**src/rtl/serial_adder_seq.sv**
```systemverilog
// Bit-serial WIDTH-bit adder: one full-adder slice walks the operands LSB first, the carry lives in
// a register between cycles, and {cout,sum} is published once after the final bit.
module serial_adder_seq #(
  parameter int unsigned WIDTH = 8,
  parameter int unsigned CNT_W = $clog2(WIDTH + 1)
) (
  input  logic             clk,
  input  logic             rst_n,
  input  logic             start,
  input  logic [WIDTH-1:0] a,
  input  logic [WIDTH-1:0] b,
  input  logic             cin,
  output logic             busy,
  output logic             done,
  output logic [WIDTH-1:0] sum,
  output logic             cout
);

  typedef enum logic [1:0] {
    StIdle,
    StRun,
    StDone
  } state_e;

  state_e           state_q;
  logic [WIDTH-1:0] a_sh_q;
  logic [WIDTH-1:0] b_sh_q;
  logic [WIDTH-1:0] sum_sh_q;
  logic             carry_q;
  logic [CNT_W-1:0] cnt_q;

  logic             slice_s;
  logic             slice_c;
  logic             last_bit;
  logic [WIDTH-1:0] sum_sh_next;

  // Full-adder slice plus the MSB-side shift of its sum bit into the partial result.
  always_comb begin
    slice_s     = a_sh_q[0] ^ b_sh_q[0] ^ carry_q;
    slice_c     = (a_sh_q[0] & b_sh_q[0]) | (a_sh_q[0] & carry_q) | (b_sh_q[0] & carry_q);
    sum_sh_next = (sum_sh_q >> 1) | ({{(WIDTH - 1){1'b0}}, slice_s} << (WIDTH - 1));
    last_bit    = (cnt_q == CNT_W'(WIDTH - 1));
  end

  always_ff @(posedge clk) begin
    if (!rst_n) begin
      state_q  <= StIdle;
      a_sh_q   <= '0;
      b_sh_q   <= '0;
      sum_sh_q <= '0;
      carry_q  <= 1'b0;
      cnt_q    <= '0;
      sum      <= '0;
      cout     <= 1'b0;
    end else begin
      unique case (state_q)
        StIdle, StDone: begin
          if (start) begin
            a_sh_q  <= a;
            b_sh_q  <= b;
            carry_q <= cin;
            cnt_q   <= '0;
            state_q <= StRun;
          end else begin
            state_q <= StIdle;
          end
        end
        StRun: begin
          a_sh_q   <= a_sh_q >> 1;
          b_sh_q   <= b_sh_q >> 1;
          sum_sh_q <= sum_sh_next;
          carry_q  <= slice_c;
          cnt_q    <= cnt_q + CNT_W'(1);
          // sum/cout only ever move here, so consumers never see a partial result.
          if (last_bit) begin
            sum     <= sum_sh_next;
            cout    <= slice_c;
            state_q <= StDone;
          end
        end
        default: state_q <= StIdle;
      endcase
    end
  end

  always_comb begin
    busy = (state_q == StRun);
    done = (state_q == StDone);
  end

endmodule
```
**config.mk**
```make
export PLATFORM = sky130hd
export DESIGN_NAME = serial_adder_seq
export DESIGN_NICKNAME = d
export VERILOG_FILES = /design/src/rtl/serial_adder_seq.sv
export SDC_FILE = /design/constraint.sdc
export NUM_CORES = 1
export LEC_CHECK = 0
export CAP_MARGIN = 20
export CORE_ASPECT_RATIO = 1.2
export CORE_MARGIN = 2
export CORE_UTILIZATION = 54
export CTS_BUF_LIST = sky130_fd_sc_hd__clkbuf_4 sky130_fd_sc_hd__clkbuf_8 sky130_fd_sc_hd__clkbuf_16
export DETAILED_ROUTE_END_ITERATION = 8
export GPL_TIMING_DRIVEN = 0
export PLACE_DENSITY = 0.83
export SLEW_MARGIN = 20
export SYNTH_ARGS = -nofsm -noshare
export SYNTH_HDL_FRONTEND = slang
export SYNTH_SLANG_ARGS = --single-unit
```
**constraint.sdc**
```tcl
create_clock -name clk -period 2.74 [get_ports clk]
set_clock_uncertainty 0.1 [all_clocks]
set_input_delay 0.548 -clock clk [delete_from_list [all_inputs] [get_ports clk]]
set_output_delay 0.548 -clock clk [all_outputs]
set_load 0.03 [all_outputs]
```
# Word-level counts from Yosys, hierarchy flattened
# Index checks and enable logic that the tools add are counted.
# W data, S select, Z words.
[word_totals] register_bits=40 inputBits=20 elab_cells=38
[classes] addsub=1 eq_ne=5 n_mux=11 bitwise=8 n_reduce_logical=5
[op_table] op="$pmux W8 S2" n=2
[op_table] op="$mux W8" n=2
[op_table] op="$or A7 B8 Y8" n=1
[op_table] op="$pmux W4 S2" n=1
[op_table] op="$add A4 B1 Y4 const B" n=1
[op_table] op="$eq A4 B3 Y1 const B" n=1
[op_table] op="$mux W4" n=1
[op_table] op="$pmux W2 S2" n=1
[op_table] op="$reduce_and A2 Y1" n=2
[op_table] op="$and A1 B1 Y1" n=3
[op_table] op="$eq A2 B1 Y1 const B" n=1
[op_table] op="$eq A2 B2 Y1 const B" n=1
[op_table] op="$logic_not A2 Y1" n=1
[op_table] op="$mux W1" n=2
[op_table] op="$mux W2" n=1
[op_table] op="$ne A2 B1 Y1 const B" n=1
[op_table] op="$ne A2 B2 Y1 const B" n=1
[op_table] op="$or A1 B1 Y1" n=2
[op_table] op="$pmux W1 S2" n=1
[op_table] op="$reduce_bool A2 Y1" n=1
[op_table] op="$reduce_or A2 Y1" n=1
[op_table] op="$xor A1 B1 Y1" n=2

# Depth between registers and ports, before layout
# Gate-level depths: netlist of run 1.
[depth] ltp_word=4 mapped_depth=5 depth_no_buf=4

# Worst setup path after synthesis of run 1
# Ideal clock, no wire load.
[synth_timing] path_kind="reg-to-output" from="reg state_q[1]" to="out busy" arrival_ns=0.837 setup_slack_ns=1.255 path_stages_with_launch=4 n_path_buf=1 cell_sequence="dfxtp_1 nand2b_1 inv_2 buf_2"
[synth_via] elab_chain_len=1
[synth_lines] element="start: declaration" line_no="25" source="state_e state_q;"
[synth_lines] element="start signal: assignment" line_no="47" source="state_q <= StIdle;"
[synth_lines] element="start signal: assignment" line_no="63" source="state_q <= StRun;"
[synth_lines] element="start signal: assignment" line_no="65" source="state_q <= StIdle;"
[synth_lines] element="$eq A2 B1 Y1" line_no="87" source="busy = (state_q == StRun);"
[synth_lines] element="end: declaration" line_no="13" source="output logic busy,"
# Every way passes these cells.

# Worst setup path after layout of run 1
# Same ends and word-level chain as after synthesis.

==> flow_metrics.tcl, run 1 <==
set metrics [dict create \
    leakage_uw 0.000709 \
    report.final.slew_viol_count 0 \
    cp-end-kind "primary output" \
    hold_start "sum[2]" \
    holdPathEnd "sum[2]" \
    detail-route-antenna-nets 0 \
    routedWlPerCell_um 13.1 \
    synth_top_flop_cell "dfxtp_1" \
    netlist_area_um2 1580 \
    io-pin-count 31 \
    cts_root_buf "clkbuf_4" \
    cts_sinks 39 \
    yosys.area.top_type "dfxtp_1" \
    cp_max_fo 10 \
    grt_overflow_total 0 \
    max_freq_ghz 0.383 \
    regToRegSetupSlack_ns 1.32 \
    area_growth_pct 26.9 \
    dpl_worst_slack_ns 0.537 \
    cts_resized 0 \
    setup_viol 0 \
    core_area_um2 2790 \
    antenna_found_initial 0 \
    nFillCells 218 \
    cts_buffers 5 \
    worstMarginPinSlew_ns 0.442 \
    cts_tree "done" \
    die-area_um2 3370 \
    start_util 0.566 \
    layout_common_cells "dfxtp_1 (39), nand2_1 (36), clkdlybuf4s50_1 (30)" \
    clock_path_buffers 2 \
    slew_headroom 0.705 \
    post_cts_buffers 0 \
    required_ns 2.09 \
    chipHeight_um 63.2 \
    path_clk_slew_ns 0.11 \
    cp_num_buf_inv 3 \
    hpwl_mm 2.41 \
    hold_viol_final 0 \
    ys_types 24 \
    crit_type "reg -> out" \
    chipWidth_um 53.3 \
    period_share 0.952 \
    ys_top_cells_by_area "dfxtp_1 (49%), a21oi_1 (8.6%), nand2_1 (8.6%)" \
    worst-r2r-cell-count 5 \
    htreeDepth 2 \
    run_status "complete, no violations" \
    r2r-end "sum[4]" \
    synth_top_area_frac 0.495 \
    clock_latency_ns 0.36 \
    grt_pass1_wl_mm 5.53 \
    syn_nets 200 \
    slowest_stage "clkdlybuf4s50_1" \
    io_buffers 30 \
    vias 1390 \
    r2r_start "state_q[1]" \
    synth_edf_count 0 \
    async_flop_share 0 \
    powerDensity_nw_per_um2 562 \
    cts_hold_buf 0 \
    fp-row-count 21 \
    crit_path_max_incr_delay_ns 0.70 \
    start_kind "register" \
    syn_inst 178 \
    grt_setup_unrepaired "false" \
    mostFrequentLayoutCell "dfxtp_1" \
    ys_warn_count 0 \
    finalNetCount 237 \
    syn_avg_cell_area_um2 8.86 \
    fin_ws_ns 0.132 \
    drc 0 \
    grt_pass1_vias 1313 \
    synth-seq-cells 39 \
    tns_ns 0 \
    worstPathCellList "nand2b_1 -> inv_2 -> buf_2 -> clkdlybuf4s50_1" \
    detail_route.first_pass.iterations 4 \
    regArea_um2 781 \
    worstPathArrival_ns 1.96 \
    hold_path.class "reg -> reg" \
    fin_util 0.719 \
    drive_gt1_frac 0.0926 \
    vias_per_cell 5.56 \
    finalWirelength_mm 3.27 \
    peakVddDrop_mv 0.523 \
    cap_violations 0 \
    grt_use_total 0.219 \
    cp_top_family "buffers and inverters" \
    grt_max_degree 14 \
    min_period_ns 2.61 \
    synth.yosys.seq_area_share 0.495 \
    drt-initial-drc-count 49 \
    whs_path_depth 2 \
    diodes 0 \
    gp_congestion 0.786 \
    multiInputGateArea_um2 709 \
]
cells by family (layout without fill, tap and decap cells):
kind of cell / Yosys count / in the layout / synth area share
simple gates: 64 / 64 / 0.182
compound gates: 45 / 45 / 0.174
flops: 39 / 39 / 0.495
buf+inv: 17 / 55 / 0.0555
mux: 11 / 11 / 0.0730
fa+ha+maj: 2 / 2 / 0.0206
worst max path at each step:
stage	slack, ns	endpoint	start	depth (start not counted)
floorplan	1.25	busy	state_q[1]	3
global placement	0.56	busy	state_q[1]	4
detailed placement	0.54	busy	state_q[1]	4
CTS	0.13	busy	state_q[1]	4
global route	0.06	busy	state_q[0]	4
finish	0.13	busy	state_q[1]	4
worst reg2reg max path, stage by stage, from the launching register on:
cell	delay, ns
dfxtp_1	0.33
nand2b_1	0.18
inv_2	0.16
and4_1	0.23
buf_6	0.16
mux2i_1	0.20
report_power, final:
part	internal (uW)	switching (uW)
sequential	588	13.7
clock	192	195
combinational	61.8	73.0
per-layer routing:
| layer | up-vias | wire length (um) | global-route usage |
|---|---|---|---|
| met1 | 659 | 1370 | 0.248 |
| li1 | 693 | - | - |
| met3 | 5 | 159 | 0.0758 |
| met5 | - | 0 | 0 |
| met2 | 33 | 1690 | 0.370 |
| met4 | 0 | 53 | 0.0737 |
cells in the mapped netlist (2+ instances only):
cell type / number
buf_6: 2
nand2_1: 36
nand2b_1: 3
buf_2: 7
a22oi_1: 15
mux2i_1: 10
a21oi_1: 27
dfxtp_1: 39
nand3_1: 20
clkbuf_1: 4
nor2b_1: 2
flip-flops by register name, summed over array words and instances (netlist names):
name      flops
sum_sh_q      7
a_sh_q        8
b_sh_q        8
cout          1
sum           8
carry_q       1
state_q       2
cnt_q         4
layout make-up:
cell class / instances / area share
flip-flops and latches: 39 / 0.390
multi-input cells: 122 / 0.354
repair buffers: 30 / 0.150
plain buffers: 14 / 0.0381
clock inverters: 3 / 0.0219
well taps: 34 / 0.0212
clock buffers: 5 / 0.0188
inverters: 3 / 0.00563
metrics by stage:
step | power [uW] | hold WS, ns | area, um2 | instances
floorplan | 693 | 0.337 | 1580 | 178
global placement | 742 | 0.341 | 1920 | 242
detailed placement | 749 | 0.349 | 1920 | 242
CTS | 1130 | 0.368 | 2000 | 250
global route | 1170 | 0.385 | 2000 | 250
finish | 1120 | 0.368 | 2000 | 250
No activity file was read; power rests on OpenSTA's default activity.
==> run 2, diff against run 1 <==
--- a/config.mk
+++ b/config.mk
@@ -8,11 +8,11 @@
 export CAP_MARGIN = 20
 export CORE_ASPECT_RATIO = 1.2
 export CORE_MARGIN = 2
-export CORE_UTILIZATION = 54
+export CORE_UTILIZATION = 45
 export CTS_BUF_LIST = sky130_fd_sc_hd__clkbuf_4 sky130_fd_sc_hd__clkbuf_8 sky130_fd_sc_hd__clkbuf_16
 export DETAILED_ROUTE_END_ITERATION = 8
 export GPL_TIMING_DRIVEN = 0
-export PLACE_DENSITY = 0.83
+export PLACE_DENSITY = 0.74
 export SLEW_MARGIN = 20
 export SYNTH_ARGS = -nofsm -noshare
 export SYNTH_HDL_FRONTEND = slang
==> constraint.sdc (replaced) <==
create_clock -name clk -period 2.1 [get_ports clk]
set_clock_uncertainty 0.1 [all_clocks]
set_input_delay 0.42 -clock clk [delete_from_list [all_inputs] [get_ports clk]]
set_output_delay 0.42 -clock clk [all_outputs]
set_load 0.03 [all_outputs]
==> run 2 against run 1 <==
Core utilization down 11 points. Die area grew 19%. Register-to-register slack lost 0.64 ns. Setup slack gained 0.030 ns. First-iteration DRC count grew 49%. Sequential share of layout area is 0.51 points lower. Combinational power grew 30%. Sequential power rose by 30%. Power grew 36%. Final cell count up 1.2%.
==> flow_metrics.tcl, run 2 (synthesis results as in run 1) <==
set metrics [dict create \
    area_growth_pct 28.5 \
    cap_violations 0 \
    cts_buffers 5 \
    cp_max_fo 2 \
    power_uw 1530 \
    min_period_ns 1.94 \
    dpl_cell_area_um2 1920 \
    max_freq_ghz 0.516 \
    gp_congestion 0.786 \
    worstPathCellList "nor2b_1 -> clkdlybuf4s50_1" \
    highest_layer "met4" \
    worstPathArrival_ns 1.42 \
    run_status "complete, no violations" \
    hold_viol_final 0 \
    vias_per_cell 5.53 \
    layout_common_cells "dfxtp_1 (39), nand2_1 (36), clkdlybuf4s50_1 (29)" \
    grt_pass1_wl_mm 5.89 \
    start_kind "register" \
    grt_max_degree 12 \
    io_buffers 30 \
    r2r_start "state_q[0]" \
    crit_path_max_incr_delay_ns 0.67 \
    final_area_um2 2030 \
    dr_wl_met2_mm 1.84 \
    slowest_stage "clkdlybuf4s50_1" \
    cts_hold_buf 0 \
    grt_overflow_total 0 \
    drt-initial-drc-count 73 \
    hpwl_mm 2.50 \
    vias 1400 \
    hold_start "sum[2]" \
    diodes 0 \
    post_cts_buffers 0 \
    leakage_uw 0.000720 \
    setup_viol 0 \
    m1WireLength_mm 1.47 \
    drc 0 \
    report.final.slew_viol_count 0 \
    dr_wl_met3_um 185 \
    critPathLaunch "state_q[1]" \
    top_regs "a_sh_q (8), b_sh_q (8), sum (8)" \
    io-pin-count 31 \
    whs_ns 0.355 \
    drive_gt1_frac 0.0972 \
    hold_path.class "reg -> reg" \
    required_ns 1.58 \
    powerDensity_nw_per_um2 754 \
    dpl_worst_slack_ns -0.0112 \
    start_util 0.473 \
    mostFrequentLayoutCell "dfxtp_1" \
    fin_util 0.608 \
    die-area_um2 4000 \
    routedWlPerCell_um 14.2 \
    finalWirelength_mm 3.59 \
    worstMarginPinSlew_ns 0.478 \
    antenna_found_initial 0 \
    clock_path_buffers 2 \
    detail_route.first_pass.iterations 4 \
    cp-end-kind "primary output" \
    grt_pass1_vias 1364 \
    cts_tree "done" \
    clock_latency_ns 0.29 \
    htreeDepth 2 \
    chipHeight_um 68.9 \
    core_area_um2 3340 \
    fin_ws_ns 0.162 \
    cts_root_buf "clkbuf_8" \
    crit_type "reg -> out" \
    fp-row-count 23 \
    finalNetCount 237 \
    grt_setup_unrepaired "false" \
    peakVddDrop_mv 0.571 \
    grt_use_total 0.200 \
    slew_headroom 0.682 \
    cts_sinks 39 \
    path_clk_slew_ns 0.07 \
    detail-route-antenna-nets 0 \
    period_share 0.923 \
    chipWidth_um 58.1 \
]
-- run 2: cell count changes in the layout (fill, tap and decap cells not counted) --
| cell | delta |
|---|---|
| clkbuf_8 | +7 |
| clkbuf_4 | -3 |
| bufinv_16 | -1 |
| clkdlybuf4s50_1 | -1 |
| clkinv_2 | -1 |
| clkinv_4 | -1 |
| inv_2 | -1 |
| inv_4 | +1 |
-- run 2: final cells by class --
type                    instances  area [um2]
well taps                      37        46.3
plain buffers                  14        78.8
clock buffers                   8         104
flip-flops and latches         39         781
repair buffers                 30         295
multi-input cells             122         709
inverters                       3        13.8
fillers                       284        1310
-- run 2: critical path: cells and delay by family (launching register included) --
family                 cells  cell delay, ns
buffers and inverters      1            0.67
and+or+nand+nor            1            0.12
DFF                        1            0.33
-- run 2: through the flow --
step                cells  TNS [ns]
floorplan             178         0
global placement      245         0
detailed placement    245   -0.0112
CTS                   253         0
global route          253         0
finish                253         0
-- run 2: repair_timing --
action                                  4_1_cts  5_1_grt
gates resized for setup                       3        4
pin swaps                                     0        0
endpoints found under the setup margin        1        1
-- run 2: metal layers --
| metal | up-vias | global-route usage |
|---|---|---|
| met1 | 655 | 0.208 |
| met2 | 38 | 0.359 |
| met4 | 0 | 0.110 |
| met5 | - | 0 |
| met3 | 10 | 0.0597 |
| li1 | 697 | - |
-- run 2: path summary, 6_finish.rpt --
path | end | slack (ns) | cells after the start
max reg2reg | sum[7] | 0.68 | 5
max | done | 0.16 | 2
min | sum[2] | 0.36 | 2
min reg2reg | sum[2] | 0.36 | 2
-- run 2: report_power, final --
part | leakage (uW) | switching [uW] | total (uW) | internal (uW)
combinational | 0.000347 | 96.6 | 176 | 79.5
clock | 0.0000549 | 256 | 568 | 313
sequential | 0.000317 | 17.8 | 785 | 768
total | 0.000720 | 370 | 1530 | 1160
==> run 3, diff against run 2 <==
--- a/config.mk
+++ b/config.mk
@@ -5,14 +5,15 @@
 export SDC_FILE = /design/constraint.sdc
 export NUM_CORES = 1
 export LEC_CHECK = 0
+export ABC_AREA = 1
 export CAP_MARGIN = 20
 export CORE_ASPECT_RATIO = 1.2
 export CORE_MARGIN = 2
-export CORE_UTILIZATION = 45
+export CORE_UTILIZATION = 47
 export CTS_BUF_LIST = sky130_fd_sc_hd__clkbuf_4 sky130_fd_sc_hd__clkbuf_8 sky130_fd_sc_hd__clkbuf_16
 export DETAILED_ROUTE_END_ITERATION = 8
 export GPL_TIMING_DRIVEN = 0
-export PLACE_DENSITY = 0.74
+export PLACE_DENSITY = 0.75
 export SLEW_MARGIN = 20
 export SYNTH_ARGS = -nofsm -noshare
 export SYNTH_HDL_FRONTEND = slang
==> run 3 against run 2 <==
Register-to-register slack better by 0.05 ns. Setup slack worse by 0.069 ns. Core utilization up 0.33 points. Combinational power up 27%. Flip-flop and latch count unchanged. Sequential power up 2%. Non-clock buffer count up 1. Area after synthesis up 12%. Final cell count up 30%. Routed wire length up 11%. First-iteration DRC count up 25%.
==> flow_metrics.tcl, run 3 <==
set metrics [dict create \
    async_flop_share 0 \
    netlist_area_um2 1770 \
    top_regs "a_sh_q (8), b_sh_q (8), sum (8)" \
    synth_edf_count 0 \
    grt.busiest_layer "met2" \
    crit_type "reg -> out" \
    vias 1675 \
    drive_gt1_frac 0.105 \
    grt_setup_unrepaired "false" \
    report.final.slew_viol_count 0 \
    crit_path_max_incr_delay_ns 0.41 \
    clock_latency_ns 0.29 \
    chipHeight_um 71.2 \
    cts_buffers 5 \
    syn_avg_cell_area_um2 7.34 \
    chipWidth_um 60.0 \
    ys_warn_count 0 \
    ys_top_cells_by_area "dfxtp_1 (44%), nand3_1 (20%), nand2_1 (6.8%)" \
    period_share 0.956 \
    detail_route.first_pass.iterations 4 \
    vias_per_cell 5.09 \
    hpwl_mm 2.81 \
    yosysMostFrequentCell "nand3_1" \
    io_buffers 28 \
    mostFrequentLayoutCell "nand3_1" \
    grt_pass1_wl_mm 6.97 \
    layout_common_cells "nand3_1 (69), dfxtp_1 (39), nand2_1 (32)" \
    clock_path_buffers 2 \
    worstPathCellList "inv_2 -> buf_2 -> nor2_1 -> dlygate4sd2_1" \
    cap_violations 0 \
    grt_pass1_vias 1535 \
    min_period_ns 2.01 \
    tns_ns 0 \
    peakVddDrop_mv 0.337 \
    use_met3 0.0384 \
    finalNetCount 298 \
    worstMarginPinSlew_ns 0.472 \
    area_growth_pct 25.5 \
    cts_root_buf "clkbuf_8" \
    cts_tree "done" \
    start_kind "register" \
    leakage_uw 0.000959 \
    synthTopCellsByCount "nand3_1 (69), dfxtp_1 (39), nand2_1 (32)" \
    slowest_stage "dlygate4sd2_1" \
    yosys.area.top_type "dfxtp_1" \
    synth_top_area_frac 0.442 \
    ys_types 18 \
    required_ns 1.58 \
    max_freq_ghz 0.498 \
    path_clk_slew_ns 0.08 \
    hold_path.class "in -> reg" \
    finalWirelength_mm 3.97 \
    gp_congestion 0.812 \
    fp-row-count 24 \
    start_util 0.487 \
    worstPathArrival_ns 1.49 \
    synth.yosys.seq_area_share 0.442 \
    cts_sinks 39 \
    whs_ns 0.344 \
    setup_viol 0 \
    cp-end-kind "primary output" \
    hold_viol_final 0 \
    diodes 0 \
    post_cts_buffers 0 \
    syn_inst 241 \
    grt_overflow_total 0 \
    cp_max_fo 10 \
    use_met2 0.338 \
    die-area_um2 4270 \
    synth-seq-cells 39 \
    nFillCells 372 \
    syn_nets 263 \
    antenna_found_initial 0 \
    cts_hold_buf 0 \
    routedWlPerCell_um 12.1 \
    slew_headroom 0.686 \
    powerDensity_nw_per_um2 747 \
    synth_top_flop_cell "dfxtp_1" \
    grt_use_total 0.210 \
    htreeDepth 2 \
    core_area_um2 3630 \
    io-pin-count 31 \
    detail-route-antenna-nets 0 \
    grt_max_degree 14 \
    run_status "complete, no violations" \
    drc 0 \
    grt_use_met1 0.281 \
    drt-initial-drc-count 91 \
]
run 3: cell type report:
type | instances | area (um2) | area share
plain buffers | 17 | 109 | 0.0490
clock buffers | 5 | 68.8 | 0.0310
clock inverters | 3 | 43.8 | 0.0197
inverters | 22 | 85.1 | 0.0383
multi-input cells | 163 | 793 | 0.357
flip-flops and latches | 39 | 781 | 0.352
well taps | 52 | 65.1 | 0.0293
repair buffers | 28 | 274 | 0.123
run 3: cell families (layout without fill, tap and decap cells):
| family | Yosys count | after routing | synth area share |
|---|---|---|---|
| and+or+nand+nor | 130 | 130 | 0.343 |
| DFF | 39 | 39 | 0.442 |
| buffers and inverters | 39 | 75 | 0.110 |
| AOI/OAI and AO/OA | 31 | 31 | 0.0878 |
| adders and majority gates | 2 | 2 | 0.0184 |
run 3: worst paths after layout:
| check | startpoint | end | slack, ns | cells after the start |
|---|---|---|---|---|
| setup / recovery | state_q[1] | done | 0.09 | 4 |
| hold / removal | rst_n | cnt_q[2] | 0.34 | 3 |
| setup reg to reg | cnt_q[1] | sum[7] | 0.73 | 6 |
| hold reg to reg | sum[6] | sum[6] | 0.37 | 2 |
run 3: power by group:
| part | switching, uW | total (uW) | internal, uW |
|---|---|---|---|
| Combinational | 126 | 223 | 97.0 |
| Clock | 278 | 632 | 354 |
| Sequential | 25.5 | 803 | 778 |
| Total | 429 | 1660 | 1230 |
run 3: what timing repair did:
item | in CTS | in global routing
gates resized for setup | 3 | 1
cloned | 0 | 0
setup endpoints to repair | 2 | 1
endpoints found under the hold margin | 0 | 0
run 3: critical path: cells and delay by family (launching register included):
family,cells,cell delay (ns)
AND/OR/NAND/NOR,1,0.09
buffers and inverters,3,0.71
flip-flops,1,0.40
run 3: layer usage:
metal / routed length [um] / part of all wire
met5: 0 / 0
met4: 54 / 0.014
met3: 123 / 0.031
met2: 1950 / 0.49
met1: 1840 / 0.46
run 3: through the flow:
step / area, um2 / utilization / instances / worst slack (ns) / total power, uW
2_1_floorplan: 1770 / - / 241 / 0.551 / 966
3_3_place_gp: 2110 / 0.582 / 321 / 0.0733 / 1040
3_5_place_dp: 2110 / 0.582 / 321 / 0.0291 / 1040
4_1_cts: 2220 / 0.612 / 329 / 0.0173 / 1670
5_1_grt: 2220 / 0.611 / 329 / 0.00852 / 1740
6_report: 2220 / 0.611 / 329 / 0.0928 / 1660
